### config.mk
export PLATFORM = sky130hd
export DESIGN_NAME = pipelined_addsub
export DESIGN_NICKNAME = d
export VERILOG_FILES = /design/src/rtl/adder_pkg.sv /design/src/rtl/addsub_slice.sv /design/src/rtl/pipelined_addsub.sv
export SDC_FILE = /design/constraint.sdc
export NUM_CORES = 1
export LEC_CHECK = 0
export ABC_AREA = 1
export BUFFER_PORTS_ARGS = -buffer_cell sky130_fd_sc_hd__buf_2
export CELL_PAD_IN_SITES_DETAIL_PLACEMENT = 1
export CELL_PAD_IN_SITES_GLOBAL_PLACEMENT = 1
export CORE_MARGIN = 5
export CORE_UTILIZATION = 48
export CTS_CLUSTER_DIAMETER = 200
export DETAILED_ROUTE_END_ITERATION = 7
export PLACE_DENSITY = 0.92
export SLEW_MARGIN = 15
export SYNTH_ARGS = -nofsm -noshare
export SYNTH_HDL_FRONTEND = slang
export SYNTH_SLANG_ARGS = --single-unit
export TNS_END_PERCENT = 100
### constraint.sdc
create_clock -name clk -period 3.1 [get_ports clk]
set_clock_uncertainty 0.15 [all_clocks]
set_input_delay 0.155 -clock clk [delete_from_list [all_inputs] [get_ports clk]]
set_output_delay 0.155 -clock clk [all_outputs]
set_load 0.005 [all_outputs]
### src/rtl/adder_pkg.sv
// Shared constants and helpers for the pipelined adder/subtractor datapath.
package adder_pkg;

  localparam logic OP_ADD = 1'b0;
  localparam logic OP_SUB = 1'b1;

  // Bits handled by each carry slice.
  function automatic int unsigned slice_w(input int unsigned width, input int unsigned stages);
    return width / stages;
  endfunction

endpackage

### src/rtl/addsub_slice.sv
// One carry slice: adds its SW-bit window, merges it into the partial result and
// registers operands, partial sum and carry for the next slice.
module addsub_slice #(
  parameter int unsigned WIDTH = 32,
  parameter int unsigned SW    = 8,
  parameter int unsigned IDX   = 0
) (
  input  logic             clk,
  input  logic             rst_n,
  input  logic             v_in,
  input  logic             ready_next,
  output logic             ready_c,
  output logic             v,
  input  logic [WIDTH-1:0] a_in,
  input  logic [WIDTH-1:0] b_in,
  input  logic [WIDTH-1:0] s_in,
  input  logic             c_in,
  output logic [WIDTH-1:0] a_q,
  output logic [WIDTH-1:0] b_q,
  output logic [WIDTH-1:0] s_q,
  output logic             c_q,
  output logic             ovf_q
);

  localparam int unsigned LSB = IDX * SW;

  logic [SW:0]      sum;
  logic [WIDTH-1:0] s_next;
  logic             ovf_next;

  // Slice add; the overflow term is only meaningful in the top slice.
  always_comb begin
    sum              = {1'b0, a_in[LSB +: SW]} + {1'b0, b_in[LSB +: SW]} + (SW+1)'(c_in);
    s_next           = s_in;
    s_next[LSB +: SW] = sum[SW-1:0];
    ovf_next         = (a_in[WIDTH-1] == b_in[WIDTH-1]) && (s_next[WIDTH-1] != a_in[WIDTH-1]);
  end

  assign ready_c = !v || ready_next;

  always_ff @(posedge clk or negedge rst_n) begin
    if (!rst_n) begin
      v     <= 1'b0;
      a_q   <= '0;
      b_q   <= '0;
      s_q   <= '0;
      c_q   <= 1'b0;
      ovf_q <= 1'b0;
    end else if (ready_c) begin
      v <= v_in;
      if (v_in) begin
        a_q   <= a_in;
        b_q   <= b_in;
        s_q   <= s_next;
        c_q   <= sum[SW];
        ovf_q <= ovf_next;
      end
    end
  end

endmodule

### src/rtl/pipelined_addsub.sv
// Pipelined two's-complement adder/subtractor: STAGES carry slices with a
// valid/ready handshake, carry-out and signed overflow.
module pipelined_addsub
  import adder_pkg::*;
#(
  parameter int unsigned WIDTH  = 32,
  parameter int unsigned STAGES = 4
) (
  input  logic             clk,
  input  logic             rst_n,
  input  logic             in_valid,
  output logic             in_ready,
  input  logic [WIDTH-1:0] a,
  input  logic [WIDTH-1:0] b,
  input  logic             sub,
  output logic             out_valid,
  input  logic             out_ready,
  output logic [WIDTH-1:0] S,
  output logic             carry,
  output logic             overflow
);

  localparam int unsigned SW = slice_w(WIDTH, STAGES);

  if (WIDTH < 2 || (WIDTH % STAGES) != 0) begin : g_bad_params
    $error("pipelined_addsub: WIDTH must be >= 2 and a multiple of STAGES");
  end

  // Index 0 is the pipeline input; index k+1 is the register of slice k.
  logic [STAGES:0]            v;
  logic [STAGES:0]            c_p;
  logic [STAGES:0]            o_p;
  logic [STAGES:0][WIDTH-1:0] a_p;
  logic [STAGES:0][WIDTH-1:0] b_p;
  logic [STAGES:0][WIDTH-1:0] s_p;
  logic [STAGES-1:0]          rdy;
  logic [STAGES-1:0]          nxt;
  logic                       unused_sink;

  assign v[0]   = in_valid;
  assign a_p[0] = a;
  assign b_p[0] = (sub == OP_SUB) ? ~b : b;
  assign s_p[0] = '0;
  assign c_p[0] = sub;
  assign o_p[0] = 1'b0;

  for (genvar k = 0; k < STAGES; k++) begin : g_stage
    // Downstream readiness unrolled so no ready bit depends on another ready bit.
    if (k == STAGES - 1) begin : g_last
      assign nxt[k] = out_ready;
    end else begin : g_mid
      assign nxt[k] = out_ready || !(&v[STAGES:k+2]);
    end

    addsub_slice #(
      .WIDTH (WIDTH),
      .SW    (SW),
      .IDX   (k)
    ) u_slice (
      .clk        (clk),
      .rst_n      (rst_n),
      .v_in       (v[k]),
      .ready_next (nxt[k]),
      .ready_c    (rdy[k]),
      .v          (v[k+1]),
      .a_in       (a_p[k]),
      .b_in       (b_p[k]),
      .s_in       (s_p[k]),
      .c_in       (c_p[k]),
      .a_q        (a_p[k+1]),
      .b_q        (b_p[k+1]),
      .s_q        (s_p[k+1]),
      .c_q        (c_p[k+1]),
      .ovf_q      (o_p[k+1])
    );
  end

  assign in_ready  = rdy[0];
  assign out_valid = v[STAGES];
  assign S         = s_p[STAGES];
  assign carry     = c_p[STAGES];
  assign overflow  = o_p[STAGES];

  assign unused_sink = ^{a_p[STAGES], b_p[STAGES], o_p[STAGES-1:0], rdy};

endmodule

==> results.json, run 1 <==
{
  "status": "finished, final reports clean",
  "cts.clk_slew.worst_paths_ns": 0.07,
  "via_per_inst": 5.393,
  "die_w_um": 143.7,
  "clock-sinks": 185,
  "ioPinCount": 105,
  "die_h_um": 143.7,
  "endpoint_kind": "flop",
  "utilization_pct": 59.35,
  "place_area_um2": 9250,
  "finalMaxSlewViolations": 0,
  "cts_buffers": 17,
  "die_area_um2": 20650,
  "clockBufferDepth": 2,
  "max_freq_ghz": 0.4283,
  "finalNonFillerCells": 1360,
  "diodes": 0,
  "wl_um": 26270,
  "multi_input_area_um2": 3481,
  "drtIter0Drc": 460,
  "cts.root.buffer_cell": "clkbuf_16",
  "period_minus_slack_ns": 2.335,
  "peakVddDrop_uv": 473.3,
  "syn_area_per_cell_um2": 8.766,
  "synth_area_leader_cell": "dfrtp_1",
  "worstPathRequired_ns": 3.27,
  "hold_path.class": "in2reg",
  "r2r_cells": 5,
  "dr_total_vias": 7334,
  "grt_pass1_wl_um": 43490,
  "cp.arrival_ns": 2.51,
  "grt_setup_unrepaired": "no",
  "synth_top_cell_area_share_pct": 53.94,
  "grt_max_degree": 74,
  "finalPower_uw": 8198,
  "cp_max_fo": 55,
  "critPathLaunchType": "input port",
  "leakagePower_uw": 0.005434,
  "dr.pass1.iters": 4,
  "ant_nets": 0,
  "htreeDepth": 4,
  "drc": 0,
  "synth_area_um2": 8582,
  "wl_per_cell_um": 19.32,
  "rows": 48,
  "gp_congestion": 0.8582,
  "nFillCells": 2028,
  "synth_warnings": 0,
  "initial_core_util_pct": 49.27,
  "grt_pass1_vias": 8070,
  "synthCells": 979,
  "grt_util_all_layers_pct": 27.03,
  "ff2ff_setup_slack_ns": 0.78,
  "synth-seq-cells": 185,
  "core_um2": 17420,
  "antenna_found_initial": 0,
  "seq_area_frac_synth_pct": 53.94,
  "power.density_nw_per_um2": 793.0,
  "clkLatencyLatePin_ns": 0.45,
  "cts_tree": "built",
  "seq_area_um2": 4629,
  "cts_setup_buffers": 0,
  "setup_viol": 0,
  "hold_viol_final": 0,
  "design_area_um2": 10340,
  "area_growth_pct": 20.45,
  "place_inst": 1276,
  "syn-num-nets": 1083,
  "mostFrequentLayoutCells": "nand2_1 (408), dfrtp_1 (185), buf_2 (103)",
  "worst_slew_pin_slew_ns": 0.8286,
  "gr-total-overflow": 0,
  "nets": 1226,
  "maxSlewHeadroom_pct": 44.68,
  "synth_area_leaders": "dfrtp_1 (54%), nand2_1 (18%), ha_1 (4.1%)",
  "min_path_cells": 5,
  "setup_tns_ns": 0,
  "drive_above_1_share_pct": 13.92,
  "io_buffers": 104,
  "maxCapViolations": 0,
  "dpl.hpwl_um": 14990,
  "critPathKind": "in2reg",
  "period_share_pct": 75.31,
  "final_common_cell": "nand2_1",
  "ys_types": 27
}
Yosys cell counts:
library cell,count
nand2_1,408
buf_2,14
buf_6,3
fa_1,7
o21ai_0,63
xnor2_1,36
nand3_1,35
dfrtp_1,185
o21ai_1,30
ha_1,28
clkbuf_1,14
nor2_1,13
nand2_4,1
buf_4,7
nand2_2,2
nor2_4,3
buf_1,1
nand4_1,14
a21oi_1,18
a21o_1,4
a21oi_2,1
nor2_8,1
xor2_1,7
nand3b_1,8
or2_2,5
inv_2,5
inv_1,66
sequential cells by signal, summed over array words and instances, names as in the netlist:
signal	flops
g_stage.u_slice.v	4
g_stage.u_slice.b_q	48
g_stage.u_slice.a_q	48
g_stage.u_slice.c_q	4
g_stage.u_slice.s_q	80
g_stage.u_slice.ovf_q	1
layer usage:
metal	GRT usage (%)	wire length (µm)	vias to the layer above
met2	46.22	13250	210
met1	33.68	10850	3676
met5	0	0	-
li1	-	-	3377
met3	5.291	1128	71
met4	11.25	1046	0
worst max-delay path, cell delays in order:
cell	delay [ns]
dlygate4sd3_1	0.55
buf_2	0.11
inv_1	0.04
nand2_2	0.10
nor2_4	0.06
nor2_4	0.50
inv_2	0.53
o21ai_0	0.43
timing repair:
action | in CTS | in global routing
hold endpoints to repair | 117 | 0
gates resized for setup | 0 | 0
setup endpoints to repair | 0 | 0
hold buffers | 52 | 0
where the power goes:
part / internal (µW) / switching, µW
clock: 1180 / 969
sequential: 3140 / 487
combinational: 930 / 1500
total: 5250 / 2950
stage by stage:
step	hold WS [ns]	setup WS, ns
final	0.009335	0.7654
after global routing	0.06483	0.6325
after CTS	0.001775	0.8869
after detailed placement	0.05606	0.9515
after global placement	0.03502	1.080
after floorplan	-0.2906	1.173
final timing paths:
kind,startpoint,end
max in group asynchronous,rst_n,g_stage[2].u_slice.s_q[21]
worst max register to register,g_stage[3].u_slice.v,g_stage[2].u_slice.s_q[5]
worst max-delay path,out_ready,g_stage[2].u_slice.s_q[5]
min in group asynchronous,rst_n,g_stage[0].u_slice.b_q[10]
worst min register to register,g_stage[3].u_slice.s_q[29],g_stage[3].u_slice.s_q[29]
worst min-delay path,b[0],g_stage[0].u_slice.s_q[0]
cell type report:
type                            instances  share of cell area (%)
Tap cell                              225                   2.723
Clock inverter                          9                  0.8594
Clock buffer                           23                   4.624
Multi-Input combinational cell        684                   33.67
Inverter                               71                   2.578
Timing Repair Buffer                  163                   10.76
Sequential cell                       185                   44.78
cell families after synthesis:
group	synth area share [%]
fa+ha+maj	5.715
buf+inv	5.584
flops	53.94
xor+xnor	4.388
compound gates	6.925
simple gates	23.44
Note: power is estimated with default switching activity, not from simulation.
==> inputs of run 2 (changes only) <==
- ABC_AREA: 1 -> 0
- CORE_UTILIZATION: 48 -> 47
- PLACE_DENSITY: 0.92 -> 0.85
- clock period: 3.1 -> 2.4 ns (I/O delays scaled with it)
==> results.json, run 2 <==
{
  "r2r-start": "g_stage[2].u_slice.a_q[24]",
  "synthCells": 664,
  "htreeDepth": 4,
  "leakagePower_uw": 0.004767,
  "yosys-top-cells-count": "dfrtp_1 (185), mux2_2 (125), nand2_1 (58), o21ai_0 (47)",
  "power.density_nw_per_um2": 1102,
  "nFillCells": 1810,
  "yosys_most_used_dff": "dfrtp_1",
  "clkLatencyLatePin_ns": 0.43,
  "max_freq_ghz": 0.4280,
  "final_common_cell": "dfrtp_1",
  "syn_area_per_cell_um2": 12.66,
  "grtUsageMet1_pct": 24.97,
  "synth-seq-cells": 185,
  "seq_area_frac_synth_pct": 55.06,
  "top_register": "g_stage.u_slice.s_q",
  "io_buffers": 104,
  "synth.most_common_cell": "dfrtp_1",
  "die_area_um2": 20660,
  "crit_end": "g_stage[3].u_slice.s_q[30]",
  "worstSetupStartpoint": "g_stage[2].u_slice.a_q[24]",
  "area_growth_pct": 24.69,
  "maxCapViolations": 0,
  "synth_warnings": 0,
  "nets": 937,
  "multi_input_area_um2": 3600,
  "r2r-end": "g_stage[3].u_slice.s_q[30]",
  "mostFrequentLayoutCells": "dfrtp_1 (185), mux2_2 (125), buf_2 (103)",
  "drc": 0,
  "hold_path.class": "in2reg",
  "via_per_inst": 5.356,
  "ant_nets": 0,
  "grt_pass1_wl_um": 34330,
  "worstPathRequired_ns": 2.55,
  "die_w_um": 143.8,
  "wl_per_cell_um": 19.70,
  "syn-num-nets": 768,
  "peakVddDrop_uv": 555.9,
  "maxSlewHeadroom_pct": 65.82,
  "synth_area_leaders": "dfrtp_1 (55%), mux2_2 (17%), ha_1 (4.2%)",
  "top_regs": "g_stage.u_slice.s_q: 80 flops, g_stage.u_slice.a_q: 48 flops, g_stage.u_slice.b_q: 48 flops",
  "ioPinCount": 105,
  "cts.root.buffer_cell": "clkbuf_16",
  "cp.arrival_ns": 2.49,
  "drive_above_1_share_pct": 35.11,
  "grt.busiest_layer": "met2",
  "largest_reg_flops": 80,
  "cp_max_fo": 3,
  "synth_area_leader_cell": "dfrtp_1",
  "cts_tree": "built",
  "worst_slew_pin_slew_ns": 0.5127,
  "period_minus_slack_ns": 2.336,
  "period_share_pct": 97.35,
  "dr.pass1.iters": 4,
  "rows": 49,
  "use_met2_pct": 39.80,
  "finalMaxSlewViolations": 0,
  "antenna_found_initial": 1,
  "grt_pass1_vias": 6591,
  "setup_viol": 0,
  "synth_async_sr_flop_share_pct": 100.0,
  "endpoint_kind": "flop",
  "grt_util_all_layers_pct": 21.44,
  "synth_edf_count": 0,
  "wl_um": 21190,
  "die_h_um": 143.8,
  "critPathLaunchType": "flop",
  "drtIter0Drc": 250,
  "core_um2": 17780,
  "use_met3_pct": 3.827,
  "ff2ff_setup_slack_ns": 0.06,
  "r2r_cells": 7,
  "dr_total_vias": 5763,
  "cts.clk_slew.worst_paths_ns": 0.07,
  "gp_congestion": 0.8603,
  "critPathKind": "reg2reg",
  "seq_area_um2": 4629,
  "setup_tns_ns": 0,
  "initial_core_util_pct": 47.29,
  "cts_buffers": 17,
  "status": "finished, final reports clean",
  "clockBufferDepth": 2,
  "utilization_pct": 58.97,
  "grt_max_degree": 65,
  "synth_area_um2": 8408,
  "gr-total-overflow": 0,
  "hold_viol_final": 0,
  "dpl.hpwl_um": 14330,
  "clock-sinks": 185,
  "ys_types": 50,
  "synth_top_cell_area_share_pct": 55.06
}
## run 2: cell count changes in the layout (fill, tap and decap cells not counted), moves of 10 or more
cell,before,now
o21ai_1,30,2
xor2_1,7,19
inv_1,66,20
nand4_1,14,2
nand2_1,408,55
nor3_1,0,10
nand3_1,35,3
o21ai_0,63,46
mux2_2,0,125
## run 2: repair_timing
item,CTS,global route
endpoints found under the hold margin,157,0
pin swaps,0,2
setup endpoints to repair,3,6
resized for setup,4,11
hold buffers,55,0
setup buffers,0,0
## run 2: layout make-up
class	instances	area share [%]
Clock inverter	7	0.8593
Antenna cell	1	0.02387
Tap cell	229	2.733
Sequential cell	185	44.16
Inverter	20	0.7161
Clock buffer	25	4.726
Timing Repair Buffer	179	12.45
Multi-Input combinational cell	430	34.34
## run 2: worst max-delay path: stages (launching register included)
cell	delay (ns)
dfrtp_1	0.40
fa_2	0.41
fa_2	0.36
a21o_1	0.20
a21oi_2	0.19
o21bai_1	0.11
a211oi_2	0.27
o31ai_1	0.12
## run 2: worst min-delay path by stage
stage / from / endpoint / cells past startpoint
final: a[5] / g_stage[0].u_slice.s_q[5] / 4
after global routing: a[5] / g_stage[0].u_slice.s_q[5] / 4
after CTS: a[5] / g_stage[0].u_slice.s_q[5] / 4
after detailed placement: rst_n / g_stage[2].u_slice.s_q[4] / 1
after global placement: rst_n / g_stage[2].u_slice.s_q[6] / 1
after floorplan: rst_n / g_stage[0].u_slice.a_q[10] / 0
## run 2: cells by family after synthesis
| kind of cell | Yosys count | share of synthesized area (%) |
|---|---|---|
| flops | 185 | 55.06 |
| mux | 125 | 16.74 |
| simple gates | 118 | 6.905 |
| compound gates | 105 | 7.738 |
| buf+inv | 49 | 2.827 |
| xor+xnor | 47 | 4.896 |
| fa+ha+maj | 35 | 5.833 |
## run 2: where the power goes
group / internal, µW / leakage [µW] / switching, µW
combinational: 1970 / 0.00227 / 1900
clock: 1640 / 0.000283 / 1150
sequential: 4210 / 0.00222 / 690
total: 7820 / 0.00477 / 3740
## run 2: routing by layer
| layer | wire length [µm] | up-vias |
|---|---|---|
| met5 | 0 | - |
| met2 | 11580 | 98 |
| met3 | 644 | 33 |
| met4 | 384 | 0 |
| li1 | - | 2674 |
| met1 | 8584 | 2958 |
## run 2: through the flow
stage / std cells / area, µm² / total power (µW) / hold WS, ns / setup slack, ns
detailed placement: 988 / 9301 / 8575 / -0.009386 / -0.1356
CTS: 1075 / 10450 / 11570 / 0.01740 / 0.0004794
global route: 1076 / 10480 / 12230 / 0.05382 / -0.01139
floorplan: 664 / 8408 / 7142 / -0.3256 / 0.08764
global placement: 988 / 9301 / 8157 / -0.01486 / 0.04830
finish: 1076 / 10480 / 11550 / 0.02966 / 0.06369
==> inputs of run 3 (changes only) <==
- clock period: 2.4 -> 2.3 ns (I/O delays scaled with it)
==> results.json, run 3 (synthesized netlist as in run 2, its figures left out) <==
{
  "setup_viol": 1,
  "place_ws_ns": -0.2141,
  "crit_chain": "fa_2 -> fa_2 -> a21o_1 -> a21oi_4 -> o21bai_1 -> a211oi_2 -> o31ai_2",
  "maxSlewHeadroom_pct": 64.08,
  "finalPower_uw": 11890,
  "clkLatencyLatePin_ns": 0.43,
  "worstPathRequired_ns": 2.44,
  "cts.clk_slew.worst_paths_ns": 0.07,
  "place_inst": 990,
  "cpLargestDelayFamily": "compound AO/OA/AOI/OAI gates",
  "dpl.hpwl_um": 14500,
  "final_common_cell": "dfrtp_1",
  "grt_pass1_vias": 6741,
  "die_h_um": 143.8,
  "rows": 49,
  "maxCapViolations": 0,
  "critical_path_depth": 7,
  "finalMaxSlewViolations": 0,
  "clockPowerShare_pct": 22.2,
  "combPwrFrac_pct": 34.6,
  "crit_path_frequent_cell": "fa_2",
  "peakVddDrop_uv": 567.8,
  "htreeDepth": 4,
  "ioPinCount": 105,
  "drtIter0Drc": 260,
  "finalHoldWorstSlack_ns": 0.04131,
  "hold_path.class": "in2reg",
  "power.switching_uw": 3923,
  "cp_max_fo": 3,
  "io_buffers": 104,
  "nets": 943,
  "critPathKind": "reg2reg",
  "use_met2_pct": 39.70,
  "clock-sinks": 185,
  "grt_pass1_wl_um": 34640,
  "ant_nets": 0,
  "initial_core_util_pct": 47.29,
  "grtUsageMet1_pct": 24.47,
  "gr-total-overflow": 0,
  "cts.root.buffer_cell": "clkbuf_16",
  "top_regs": "g_stage.u_slice.s_q: 80 flops, g_stage.u_slice.a_q: 48 flops, g_stage.u_slice.b_q: 48 flops",
  "wl_per_cell_um": 19.56,
  "via_per_inst": 5.347,
  "violations": "setup timing",
  "antenna_found_initial": 1,
  "grt.busiest_layer": "met2",
  "finalNonFillerCells": 1080,
  "largest_reg_flops": 80,
  "top_register": "g_stage.u_slice.s_q",
  "wl_um": 21120,
  "power.density_nw_per_um2": 1135,
  "die_w_um": 143.8,
  "hold_viol_final": 0,
  "min_path_cells": 4,
  "cpPeakStageDelay_ns": 0.43,
  "cts_tree": "built",
  "critPathLaunchType": "flop",
  "p_seq_share_pct": 43.2,
  "grt_setup_unrepaired": "yes",
  "max_freq_ghz": 0.4325,
  "die_area_um2": 20660,
  "utilization_pct": 58.94,
  "gp_congestion": 0.8821,
  "cts_buffers": 17,
  "drive_above_1_share_pct": 36.24,
  "drc": 0,
  "period_share_pct": 100.5,
  "slowest_stage": "fa_2",
  "core_um2": 17780,
  "switching_share_pct": 32.98,
  "dr_total_vias": 5775,
  "worst_slew_pin_slew_ns": 0.5389,
  "clockBufferDepth": 2,
  "cp.arrival_ns": 2.45,
  "leakagePower_uw": 0.004766,
  "intPower_uw": 7970,
  "dr.pass1.iters": 4,
  "mostFrequentLayoutCells": "dfrtp_1 (185), mux2_2 (124), buf_2 (103)",
  "nFillCells": 1809,
  "period_minus_slack_ns": 2.312,
  "area_growth_pct": 24.63,
  "grt_max_degree": 63,
  "r2r_cells": 7,
  "grt_util_all_layers_pct": 21.64,
  "status": "finished, violations left",
  "use_met3_pct": 4.559,
  "path_buf_inv": 0,
  "endpoint_kind": "flop",
  "setup_slack_ns": -0.01217
}
run 3: cell types whose count changed in the layout (fill, tap and decap cells not counted), sizes merged:
cell         delta
dlygate4sd3     -1
bufinv          -2
clkinv          +1
clkbuf          -2
buf             +7
clkinvlp        +1
run 3: final timing paths:
| kind | startpoint | to | slack, ns |
|---|---|---|---|
| setup reg to reg | g_stage[2].u_slice.c_q | g_stage[3].u_slice.s_q[30] | -0.01 |
| hold reg to reg | g_stage[0].u_slice.b_q[31] | g_stage[0].u_slice.b_q[31] | 0.33 |
| min in group asynchronous | rst_n | g_stage[3].u_slice.s_q[6] | 0.07 |
| max in group asynchronous | rst_n | g_stage[3].u_slice.s_q[29] | 1.17 |
| setup / recovery | g_stage[2].u_slice.c_q | g_stage[3].u_slice.s_q[30] | -0.01 |
| hold / removal | a[5] | g_stage[0].u_slice.s_q[5] | 0.04 |
run 3: final cells by class:
| class | instances | area, µm² | share of cell area (%) |
|---|---|---|---|
| antenna | 1 | 2.502 | 0.02388 |
| clock buffer | 23 | 478.0 | 4.561 |
| clock inverter | 7 | 46.29 | 0.4418 |
| inverter | 20 | 75.07 | 0.7164 |
| multi-input combinational | 430 | 3613 | 34.48 |
| sequential | 185 | 4629 | 44.18 |
| tap | 229 | 286.5 | 2.734 |
| timing repair buffer | 185 | 1348 | 12.86 |
run 3: metrics by stage:
stage	area, µm²	setup TNS [ns]
2_1_floorplan	8412	0
3_3_place_gp	9320	-0.009030
3_5_place_dp	9320	-0.2714
4_1_cts	10410	-0.04234
5_1_grt	10480	-0.2135
6_report	10480	-0.01217
run 3: what timing repair did:
action                                  4_1_cts  5_1_grt
endpoints found under the setup margin        6        9
endpoints found under the hold margin       191        0
setup buffers                                 1        4
resized for setup                             8       12
hold buffers                                 54        0
pin swaps                                     4        6
run 3: worst min-delay path, stage by stage:
cell,delay [ns]
buf_2,0.08
ha_1,0.19
xnor2_1,0.12
o21ai_0,0.07
run 3: metal layers:
metal | vias to the layer above | wire length [µm]
li1 | 2670 | -
met1 | 2935 | 8362
met2 | 119 | 11410
met3 | 51 | 710
met4 | 0 | 643
met5 | - | 0
run 3: power groups by stage:
stage | sequential, µW | combinational (µW) | clock (µW)
floorplan | 4910 | 2560 | 0
global placement | 5050 | 3480 | 0
detailed placement | 5160 | 3820 | 0
CTS | 5130 | 4020 | 2700
global route | 5260 | 4560 | 2840
finish | 5130 | 4120 | 2640
